--- config.mk ---
export PLATFORM = sky130hd
export DESIGN_NAME = hazard_ctrl_flat
export DESIGN_NICKNAME = d
export VERILOG_FILES = /design/src/rtl/hazard_ctrl_pkg.sv /design/src/rtl/hazard_ctrl_if.sv /design/src/rtl/hazard_ctrl_fwd_select.sv /design/src/rtl/hazard_ctrl.sv /design/src/flat_wrapper.sv
export SDC_FILE = /design/constraint.sdc
export NUM_CORES = 1
export LEC_CHECK = 0
export BUFFER_PORTS_ARGS = -buffer_cell sky130_fd_sc_hd__buf_2
export CAP_MARGIN = 10
export CORE_MARGIN = 3
export CORE_UTILIZATION = 35
export CTS_CLUSTER_SIZE = 30
export DETAILED_ROUTE_END_ITERATION = 8
export HOLD_SLACK_MARGIN = 0.1
export PLACE_DENSITY_LB_ADDON = 0.1
export SYNTH_ARGS = -nofsm -noshare
export SYNTH_HDL_FRONTEND = slang
export SYNTH_SLANG_ARGS = --single-unit
--- constraint.sdc ---
create_clock -name clk -period 2.91 [get_ports clk]
set_clock_uncertainty 0.1 [all_clocks]
set_input_delay 0.4365 -clock clk [delete_from_list [all_inputs] [get_ports clk]]
set_output_delay 0.4365 -clock clk [all_outputs]
set_load 0.02 [all_outputs]
--- src/rtl/hazard_ctrl_pkg.sv ---
// hazard_ctrl_pkg: shared definitions for the hazard/forwarding unit.
//   REG_ADDR_W : architectural register address width
//   RS_DATA    : forward-select code meaning "use register-file data"
//   CNT_W      : width of the load-use stall down-counter
//   hz_state_e : hazard FSM state encoding (also exported for debug)
package hazard_ctrl_pkg;

  localparam int REG_ADDR_W = 5;
  localparam int RS_DATA    = 0;
  localparam int CNT_W      = 2;

  typedef enum logic [1:0] {
    HZ_IDLE     = 2'd0,
    HZ_LU_STALL = 2'd1,
    HZ_MC_WAIT  = 2'd2
  } hz_state_e;

endpackage

--- src/rtl/hazard_ctrl_if.sv ---
// hazard_ctrl_if: bundle between the pipeline (master) and the hazard unit
// (slave).
//   master : drives decode/execute register addresses, load flag, forwarding
//            stage destinations/enables, branch-taken and mul/div handshake;
//            receives operand-mux selects, stall/flush lines, mc_busy and
//            the FSM state for debug.
//   slave  : the mirror image, used by hazard_ctrl.
// Handshake semantics: there is no valid/ready pair here. Every input is a
// level that is valid for the whole cycle it is presented in; mc_start and
// mc_done are single-cycle pulses qualified only by the clock edge that
// follows them, and stall/flush outputs take effect on that same edge.
interface hazard_ctrl_if
  import hazard_ctrl_pkg::*;
#(
  parameter int NUM_FWD = 2,
  parameter int FWD_W   = $clog2(NUM_FWD + 1)
);

  logic [REG_ADDR_W-1:0]         rs1_addr_dec;
  logic [REG_ADDR_W-1:0]         rs2_addr_dec;
  logic [REG_ADDR_W-1:0]         rs1_addr_execute;
  logic [REG_ADDR_W-1:0]         rs2_addr_execute;
  logic [REG_ADDR_W-1:0]         rd_addr_execute;
  logic                          load_execute;
  logic [REG_ADDR_W*NUM_FWD-1:0] fwd_rd_addr;
  logic [NUM_FWD-1:0]            fwd_rd_write;
  logic                          taken;
  logic                          mc_start;
  logic [REG_ADDR_W-1:0]         mc_rd_addr;
  logic                          mc_done;

  logic [FWD_W-1:0]              forward_control_src1;
  logic [FWD_W-1:0]              forward_control_src2;
  logic                          pc_stall;
  logic                          stall_dec;
  logic                          flush_fe;
  logic                          flush_dec;
  logic                          flush_ex;
  logic                          mc_busy;
  hz_state_e                     state_dbg;

  modport master (
    output rs1_addr_dec, rs2_addr_dec, rs1_addr_execute, rs2_addr_execute,
           rd_addr_execute, load_execute, fwd_rd_addr, fwd_rd_write,
           taken, mc_start, mc_rd_addr, mc_done,
    input  forward_control_src1, forward_control_src2, pc_stall, stall_dec,
           flush_fe, flush_dec, flush_ex, mc_busy, state_dbg
  );

  modport slave (
    input  rs1_addr_dec, rs2_addr_dec, rs1_addr_execute, rs2_addr_execute,
           rd_addr_execute, load_execute, fwd_rd_addr, fwd_rd_write,
           taken, mc_start, mc_rd_addr, mc_done,
    output forward_control_src1, forward_control_src2, pc_stall, stall_dec,
           flush_fe, flush_dec, flush_ex, mc_busy, state_dbg
  );

endinterface

--- src/rtl/hazard_ctrl_fwd_select.sv ---
// hazard_ctrl_fwd_select: per-source forwarding priority encoder.
//   src          in  register address read by the execute-stage operand
//   fwd_rd_addr  in  packed destinations of the forwarding stages (0 in LSBs)
//   fwd_rd_write in  write enables of the forwarding stages
//   sel          out RS_DATA when nothing matches, else (stage index + 1)
// The youngest matching stage (lowest index) wins; x0 is never forwarded.
module hazard_ctrl_fwd_select
  import hazard_ctrl_pkg::*;
#(
  parameter int NUM_FWD = 2,
  parameter int FWD_W   = $clog2(NUM_FWD + 1)
) (
  input  logic [REG_ADDR_W-1:0]         src,
  input  logic [REG_ADDR_W*NUM_FWD-1:0] fwd_rd_addr,
  input  logic [NUM_FWD-1:0]            fwd_rd_write,
  output logic [FWD_W-1:0]              sel
);

  // Scan oldest to youngest so the youngest match overwrites older ones.
  always_comb begin
    sel = FWD_W'(RS_DATA);
    for (int i = NUM_FWD - 1; i >= 0; i--) begin
      if (fwd_rd_write[i] && (src != '0) &&
          (fwd_rd_addr[i*REG_ADDR_W +: REG_ADDR_W] == src)) begin
        sel = FWD_W'(i + 1);
      end
    end
  end

endmodule

--- src/rtl/hazard_ctrl.sv ---
// hazard_ctrl: pipeline hazard / forwarding unit.
//   clk, rst : clock, synchronous active-high reset
//   hz       : hazard_ctrl_if.slave (decode/execute addresses, forwarding
//              stages, taken, mul/div start/done in; operand selects,
//              pc_stall/stall_dec, flush_fe/flush_dec/flush_ex, mc_busy and
//              state_dbg out)
// Optional macro HAZARD_PERF_CNT_EN adds perf_stall_cycles and
// perf_flush_events (32-bit wrapping counters, cleared by rst).
// Per-cycle priority: taken > load-use > mul/div scoreboard.
module hazard_ctrl
  import hazard_ctrl_pkg::*;
#(
  parameter int NUM_FWD      = 2,
  parameter int LOAD_USE_LAT = 1,
  parameter int FWD_W        = $clog2(NUM_FWD + 1)
) (
  input  logic          clk,
  input  logic          rst,
  hazard_ctrl_if.slave  hz
`ifdef HAZARD_PERF_CNT_EN
  ,
  output logic [31:0]   perf_stall_cycles,
  output logic [31:0]   perf_flush_events
`endif
);

  hz_state_e             state, state_nxt;
  logic [CNT_W-1:0]      cnt, cnt_nxt;
  logic                  sb_valid;
  logic [REG_ADDR_W-1:0] sb_rd;
  logic                  lu;
  logic                  sb_hz;
  logic                  stall;
  logic                  flush;
  logic [FWD_W-1:0]      sel1, sel2;

  // Forwarding: purely combinational, independent of stall state.
  hazard_ctrl_fwd_select #(.NUM_FWD(NUM_FWD), .FWD_W(FWD_W)) u_fwd1 (
    .src          (hz.rs1_addr_execute),
    .fwd_rd_addr  (hz.fwd_rd_addr),
    .fwd_rd_write (hz.fwd_rd_write),
    .sel          (sel1)
  );

  hazard_ctrl_fwd_select #(.NUM_FWD(NUM_FWD), .FWD_W(FWD_W)) u_fwd2 (
    .src          (hz.rs2_addr_execute),
    .fwd_rd_addr  (hz.fwd_rd_addr),
    .fwd_rd_write (hz.fwd_rd_write),
    .sel          (sel2)
  );

  // Hazard detection.
  assign lu = hz.load_execute && (hz.rd_addr_execute != '0) &&
              ((hz.rd_addr_execute == hz.rs1_addr_dec) ||
               (hz.rd_addr_execute == hz.rs2_addr_dec));

  // A second mul/div issuing while one is outstanding must also wait.
  assign sb_hz = sb_valid &&
                 (((sb_rd != '0) &&
                   ((sb_rd == hz.rs1_addr_dec) || (sb_rd == hz.rs2_addr_dec))) ||
                  hz.mc_start);

  // One-entry scoreboard. A start in the same cycle as done reloads the
  // entry, so busy stays set with the new destination.
  always_ff @(posedge clk) begin
    if (rst) begin
      sb_valid <= 1'b0;
      sb_rd    <= '0;
    end else if (hz.mc_start && (!sb_valid || hz.mc_done)) begin
      sb_valid <= 1'b1;
      sb_rd    <= hz.mc_rd_addr;
    end else if (hz.mc_done) begin
      sb_valid <= 1'b0;
    end
  end

  // FSM: state register.
  always_ff @(posedge clk) begin
    if (rst) begin
      state <= HZ_IDLE;
      cnt   <= '0;
    end else begin
      state <= state_nxt;
      cnt   <= cnt_nxt;
    end
  end

  // FSM: next state. The counter holds the stall cycles still to come
  // after the current one, so LU_STALL leaves when it reads 1.
  always_comb begin
    state_nxt = state;
    cnt_nxt   = cnt;
    if (hz.taken) begin
      state_nxt = HZ_IDLE;
      cnt_nxt   = '0;
    end else begin
      case (state)
        HZ_IDLE: begin
          if (lu) begin
            if (LOAD_USE_LAT > 1) begin
              state_nxt = HZ_LU_STALL;
              cnt_nxt   = CNT_W'(LOAD_USE_LAT - 1);
            end
          end else if (sb_hz) begin
            state_nxt = HZ_MC_WAIT;
          end
        end
        HZ_LU_STALL: begin
          cnt_nxt = cnt - 1'b1;
          if (cnt == CNT_W'(1)) state_nxt = HZ_IDLE;
        end
        HZ_MC_WAIT: begin
          if (hz.mc_done) state_nxt = HZ_IDLE;
        end
        default: begin
          state_nxt = HZ_IDLE;
          cnt_nxt   = '0;
        end
      endcase
    end
  end

  // FSM: outputs. The mul/div wait releases in the mc_done cycle itself.
  always_comb begin
    stall = 1'b0;
    flush = 1'b0;
    if (hz.taken) begin
      flush = 1'b1;
    end else begin
      case (state)
        HZ_IDLE:     stall = lu || sb_hz;
        HZ_LU_STALL: stall = 1'b1;
        HZ_MC_WAIT:  stall = !hz.mc_done;
        default:     stall = 1'b0;
      endcase
    end
  end

  // Everything reads 0 while reset is held.
  assign hz.forward_control_src1 = rst ? FWD_W'(RS_DATA) : sel1;
  assign hz.forward_control_src2 = rst ? FWD_W'(RS_DATA) : sel2;
  assign hz.pc_stall             = stall && !rst;
  assign hz.stall_dec            = stall && !rst;
  assign hz.flush_ex             = stall && !rst;
  assign hz.flush_fe             = flush && !rst;
  assign hz.flush_dec            = flush && !rst;
  assign hz.mc_busy              = sb_valid && !rst;
  assign hz.state_dbg            = state;

`ifdef HAZARD_PERF_CNT_EN
  always_ff @(posedge clk) begin
    if (rst) begin
      perf_stall_cycles <= '0;
      perf_flush_events <= '0;
    end else begin
      if (stall) perf_stall_cycles <= perf_stall_cycles + 32'd1;
      if (hz.taken) perf_flush_events <= perf_flush_events + 32'd1;
    end
  end
`endif

endmodule

--- src/flat_wrapper.sv ---
// flat-port wrapper written by rule: the top's interface ports become plain ports
module hazard_ctrl_flat import hazard_ctrl_pkg::*;
#(
  parameter int NUM_FWD      = 2,
  parameter int LOAD_USE_LAT = 1,
  parameter int FWD_W        = $clog2(NUM_FWD + 1)
)
  (clk, rst, hz_rs1_addr_dec, hz_rs2_addr_dec, hz_rs1_addr_execute, hz_rs2_addr_execute, hz_rd_addr_execute, hz_load_execute, hz_fwd_rd_addr, hz_fwd_rd_write, hz_taken, hz_mc_start, hz_mc_rd_addr, hz_mc_done, hz_forward_control_src1, hz_forward_control_src2, hz_pc_stall, hz_stall_dec, hz_flush_fe, hz_flush_dec, hz_flush_ex, hz_mc_busy, hz_state_dbg);
  hazard_ctrl_if #(.NUM_FWD(NUM_FWD), .FWD_W(FWD_W)) hz_i ();
  input  logic clk;
  input  logic rst;
  input wire logic [$bits(hz_i.rs1_addr_dec)-1:0] hz_rs1_addr_dec;
  input wire logic [$bits(hz_i.rs2_addr_dec)-1:0] hz_rs2_addr_dec;
  input wire logic [$bits(hz_i.rs1_addr_execute)-1:0] hz_rs1_addr_execute;
  input wire logic [$bits(hz_i.rs2_addr_execute)-1:0] hz_rs2_addr_execute;
  input wire logic [$bits(hz_i.rd_addr_execute)-1:0] hz_rd_addr_execute;
  input wire logic [$bits(hz_i.load_execute)-1:0] hz_load_execute;
  input wire logic [$bits(hz_i.fwd_rd_addr)-1:0] hz_fwd_rd_addr;
  input wire logic [$bits(hz_i.fwd_rd_write)-1:0] hz_fwd_rd_write;
  input wire logic [$bits(hz_i.taken)-1:0] hz_taken;
  input wire logic [$bits(hz_i.mc_start)-1:0] hz_mc_start;
  input wire logic [$bits(hz_i.mc_rd_addr)-1:0] hz_mc_rd_addr;
  input wire logic [$bits(hz_i.mc_done)-1:0] hz_mc_done;
  output wire logic [$bits(hz_i.forward_control_src1)-1:0] hz_forward_control_src1;
  output wire logic [$bits(hz_i.forward_control_src2)-1:0] hz_forward_control_src2;
  output wire logic [$bits(hz_i.pc_stall)-1:0] hz_pc_stall;
  output wire logic [$bits(hz_i.stall_dec)-1:0] hz_stall_dec;
  output wire logic [$bits(hz_i.flush_fe)-1:0] hz_flush_fe;
  output wire logic [$bits(hz_i.flush_dec)-1:0] hz_flush_dec;
  output wire logic [$bits(hz_i.flush_ex)-1:0] hz_flush_ex;
  output wire logic [$bits(hz_i.mc_busy)-1:0] hz_mc_busy;
  output wire logic [$bits(hz_i.state_dbg)-1:0] hz_state_dbg;
  assign hz_i.rs1_addr_dec = hz_rs1_addr_dec;
  assign hz_i.rs2_addr_dec = hz_rs2_addr_dec;
  assign hz_i.rs1_addr_execute = hz_rs1_addr_execute;
  assign hz_i.rs2_addr_execute = hz_rs2_addr_execute;
  assign hz_i.rd_addr_execute = hz_rd_addr_execute;
  assign hz_i.load_execute = hz_load_execute;
  assign hz_i.fwd_rd_addr = hz_fwd_rd_addr;
  assign hz_i.fwd_rd_write = hz_fwd_rd_write;
  assign hz_i.taken = hz_taken;
  assign hz_i.mc_start = hz_mc_start;
  assign hz_i.mc_rd_addr = hz_mc_rd_addr;
  assign hz_i.mc_done = hz_mc_done;
  assign hz_forward_control_src1 = hz_i.forward_control_src1;
  assign hz_forward_control_src2 = hz_i.forward_control_src2;
  assign hz_pc_stall = hz_i.pc_stall;
  assign hz_stall_dec = hz_i.stall_dec;
  assign hz_flush_fe = hz_i.flush_fe;
  assign hz_flush_dec = hz_i.flush_dec;
  assign hz_flush_ex = hz_i.flush_ex;
  assign hz_mc_busy = hz_i.mc_busy;
  assign hz_state_dbg = hz_i.state_dbg;
  hazard_ctrl #(.NUM_FWD(NUM_FWD), .LOAD_USE_LAT(LOAD_USE_LAT), .FWD_W(FWD_W)) u_core (.clk(clk), .rst(rst), .hz(hz_i));
endmodule
==> flow_metrics.tcl <==
set metrics [dict create \
    layout_common_cells "buf_2 (58), xnor2_1 (28), xor2_1 (12)" \
    wl_met3_microns 191 \
    core_area_sq_mm 0.00230 \
    regToRegEndpoint "u_core.hz.state_dbg[1]$_SDFFE_PP0P_" \
    crit_path_max_incr_delay_ns 0.54 \
    wl_met1_microns 1070 \
    grt_pass1_vias 960 \
    yosysTopAreaCell "xnor2_1" \
    p_leak_nw 0.544 \
    num_rows 17 \
    synth-simple-area-share 0.266 \
    nNetsFinal 214 \
    cap_violations 0 \
    io_pins 60 \
    place_congestion 0.845 \
    cts_setup_buffers 0 \
    cp.required_ns 2.37 \
    syn_nets 156 \
    grt_pass1_wl_microns 3800 \
    route.detailed.drc 0 \
    endpoint_kind "output port" \
    dpl.hpwl_microns 2080 \
    h-tree-depth 1 \
    slowest_stage "or4_1" \
    cts_buffers 3 \
    finalSetupViolCount 0 \
    path_delay_family "compound AO/OA/AOI/OAI gates" \
    rrSetupSlack_ns 1.52 \
    cp_cell_sequence "buf_2 > or4_1 > o21a_1 > o21a_1 > o31a_1 > buf_2" \
    final.setup.tns_ns 0 \
    insertion_delay_ns 0.25 \
    synth-warning-count 0 \
    layout_commonest_cell "buf_2" \
    crit_buf_inv 2 \
    grt_setup_unrepaired "no" \
    cts_resized 0 \
    layout_worst_path_cycle_share 0.807 \
    antenna_found_initial 0 \
    grt_max_degree 16 \
    num_vias 939 \
    min_period_ns 2.35 \
    initial_core_util 0.381 \
    synth.distinct_cells 29 \
    synth_area_sq_um 875 \
    place_area_sq_mm 0.00117 \
    yosys.area_share.adder 0 \
    hold_viol_final 0 \
    worstPathArrival_ns 1.81 \
    worst_r2r_path_depth 5 \
    yosysTopAreaCellShare 0.280 \
    ant_nets 0 \
    route.met2.wl_microns 1050 \
    startpoint_type "primary input" \
    synth_mux_area_frac 0.0572 \
    ys_seq_elements 7 \
    vias_per_cell 4.87 \
    yosys-top-cells-area "xnor2_1 (28%), dfxtp_1 (16%), xor2_1 (12%)" \
    fmax_mhz 426 \
    cp.depth 6 \
    drive_gt1_frac 0.400 \
    status "completed" \
    drt-total-wl_microns 2310 \
    wl_per_cell_microns 12.0 \
    area_delta_synth_final_pct 36.3 \
    chipHeight_microns 56.0 \
    globalRouteTotalUtil 0.146 \
    cts.sinks 7 \
    syn_area_per_cell_sq_um 8.10 \
    clock_path_buffers 2 \
    dieArea_sq_mm 0.00313 \
    synth_xor_area_frac 0.401 \
    antennaDiodeCount 0 \
    synth_cells 108 \
    timing.hold.ws_ns 0.322 \
    synth_top_family_by_area "XOR/XNOR gates" \
    highest_layer "met3" \
    synth-compound-area-share 0.0644 \
    grt_overflow_total 0 \
    clk_pin_slew_ns 0.05 \
    power.density_mw_per_mm2 286 \
    worstSetupPathType "primary input to output port" \
    endpoint "hz_pc_stall" \
    drtPass1Iterations 2 \
    cts_tree "built" \
    critPathLaunch "hz_rd_addr_execute[1]" \
    yosysSeqAreaShare 0.160 \
    cts_root_buf "clkbuf_4" \
    portBuffers 58 \
    hp-class "primary input to register" \
    pre_cts_ws_ns 0.540 \
    drt_iter0_drc 7 \
    fin_ws_ns 0.562 \
    slew_viol_final 0 \
    crit_fanout 3 \
    hold_buffers 0 \
    die_w_microns 56.0 \
    power_mw 0.340 \
    rr_startpoint "u_core.sb_rd[3]$_SDFFE_PP0P_" \
    ir_drop_mv 0.224 \
    design_area_sq_mm 0.00119 \
]
## registers in the layout, summed over array words and instances, names as in the netlist
signal,flops
u_core.sb_rd,5
u_core.hz.state_dbg,1
u_core.sb_valid,1
## cells in the mapped netlist, drive strengths merged
library cell   n
a31o           1
nand4          6
nor2b          2
a31oi          1
o31a           1
o21ai          1
xnor2         28
dfxtp          7
nor4b          1
clkbuf         1
o21a           2
buf            4
nand3          2
a211oi         1
nor3           7
inv            2
or4            3
mux2i          5
nor4           4
nand2b         1
nor2           9
nand2          3
nand3b         2
xor2          12
conb           1
a21oi          1
## metal layers
metal | up-vias | global-route usage
met4 | 0 | 0.0373
met5 | - | 0
met3 | 0 | 0.0441
met1 | 418 | 0.188
met2 | 36 | 0.237
li1 | 485 | -
## power by group
part	total (mW)	leakage [nW]	internal (mW)	switching, mW
logic	0.144	0.471	0.0734	0.0709
clock network	0.0876	0.0150	0.0523	0.0353
registers	0.109	0.0577	0.102	0.00696
total	0.340	0.544	0.227	0.113
## area by class of cell
cell class | count | area [sq um]
clock buffer | 4 | 26.3
fill | 234 | 1100
inverter | 2 | 7.51
multi-input combinational | 94 | 693
sequential | 7 | 140
tap | 28 | 35.0
timing repair buffer | 58 | 290
## metrics by stage
step,util,instances
2_1_floorplan,-,108
3_3_place_gp,0.508,189
3_5_place_dp,0.508,189
4_1_cts,0.519,193
5_1_grt,0.519,193
6_report,0.519,193
## worst reg2reg max path: stages, from the launching register on
cell and delay, ns:
dfxtp_1 0.35, xor2_1 0.18, nor3_1 0.19, nand4_1 0.11, a31oi_1 0.24, a31o_2 0.18
## worst min-delay path by stage
stage                                    to  depth (start not counted)                          from  slack [ns]
2_1_floorplan  u_core.sb_valid$_SDFFE_PP0P_                          2  u_core.sb_valid$_SDFFE_PP0P_        0.37
3_3_place_gp   u_core.sb_valid$_SDFFE_PP0P_                          2  u_core.sb_valid$_SDFFE_PP0P_        0.40
3_5_place_dp   u_core.sb_valid$_SDFFE_PP0P_                          2  u_core.sb_valid$_SDFFE_PP0P_        0.41
4_1_cts        u_core.sb_rd[3]$_SDFFE_PP0P_                          3              hz_mc_rd_addr[3]        0.32
5_1_grt        u_core.sb_rd[0]$_SDFFE_PP0P_                          3              hz_mc_rd_addr[0]        0.34
6_report       u_core.sb_rd[1]$_SDFFE_PP0P_                          3              hz_mc_rd_addr[1]        0.32
## kinds of logic (layout without fill, tap and decap cells)
logic type      after synthesis  after routing
xor+xnor                     40             40
simple gates                 40             40
compound gates                8              8
flops                         7              7
buf+inv                       7             64
mux                           5              5
other cells                   1              1
Note: power is estimated with default switching activity, not from simulation.
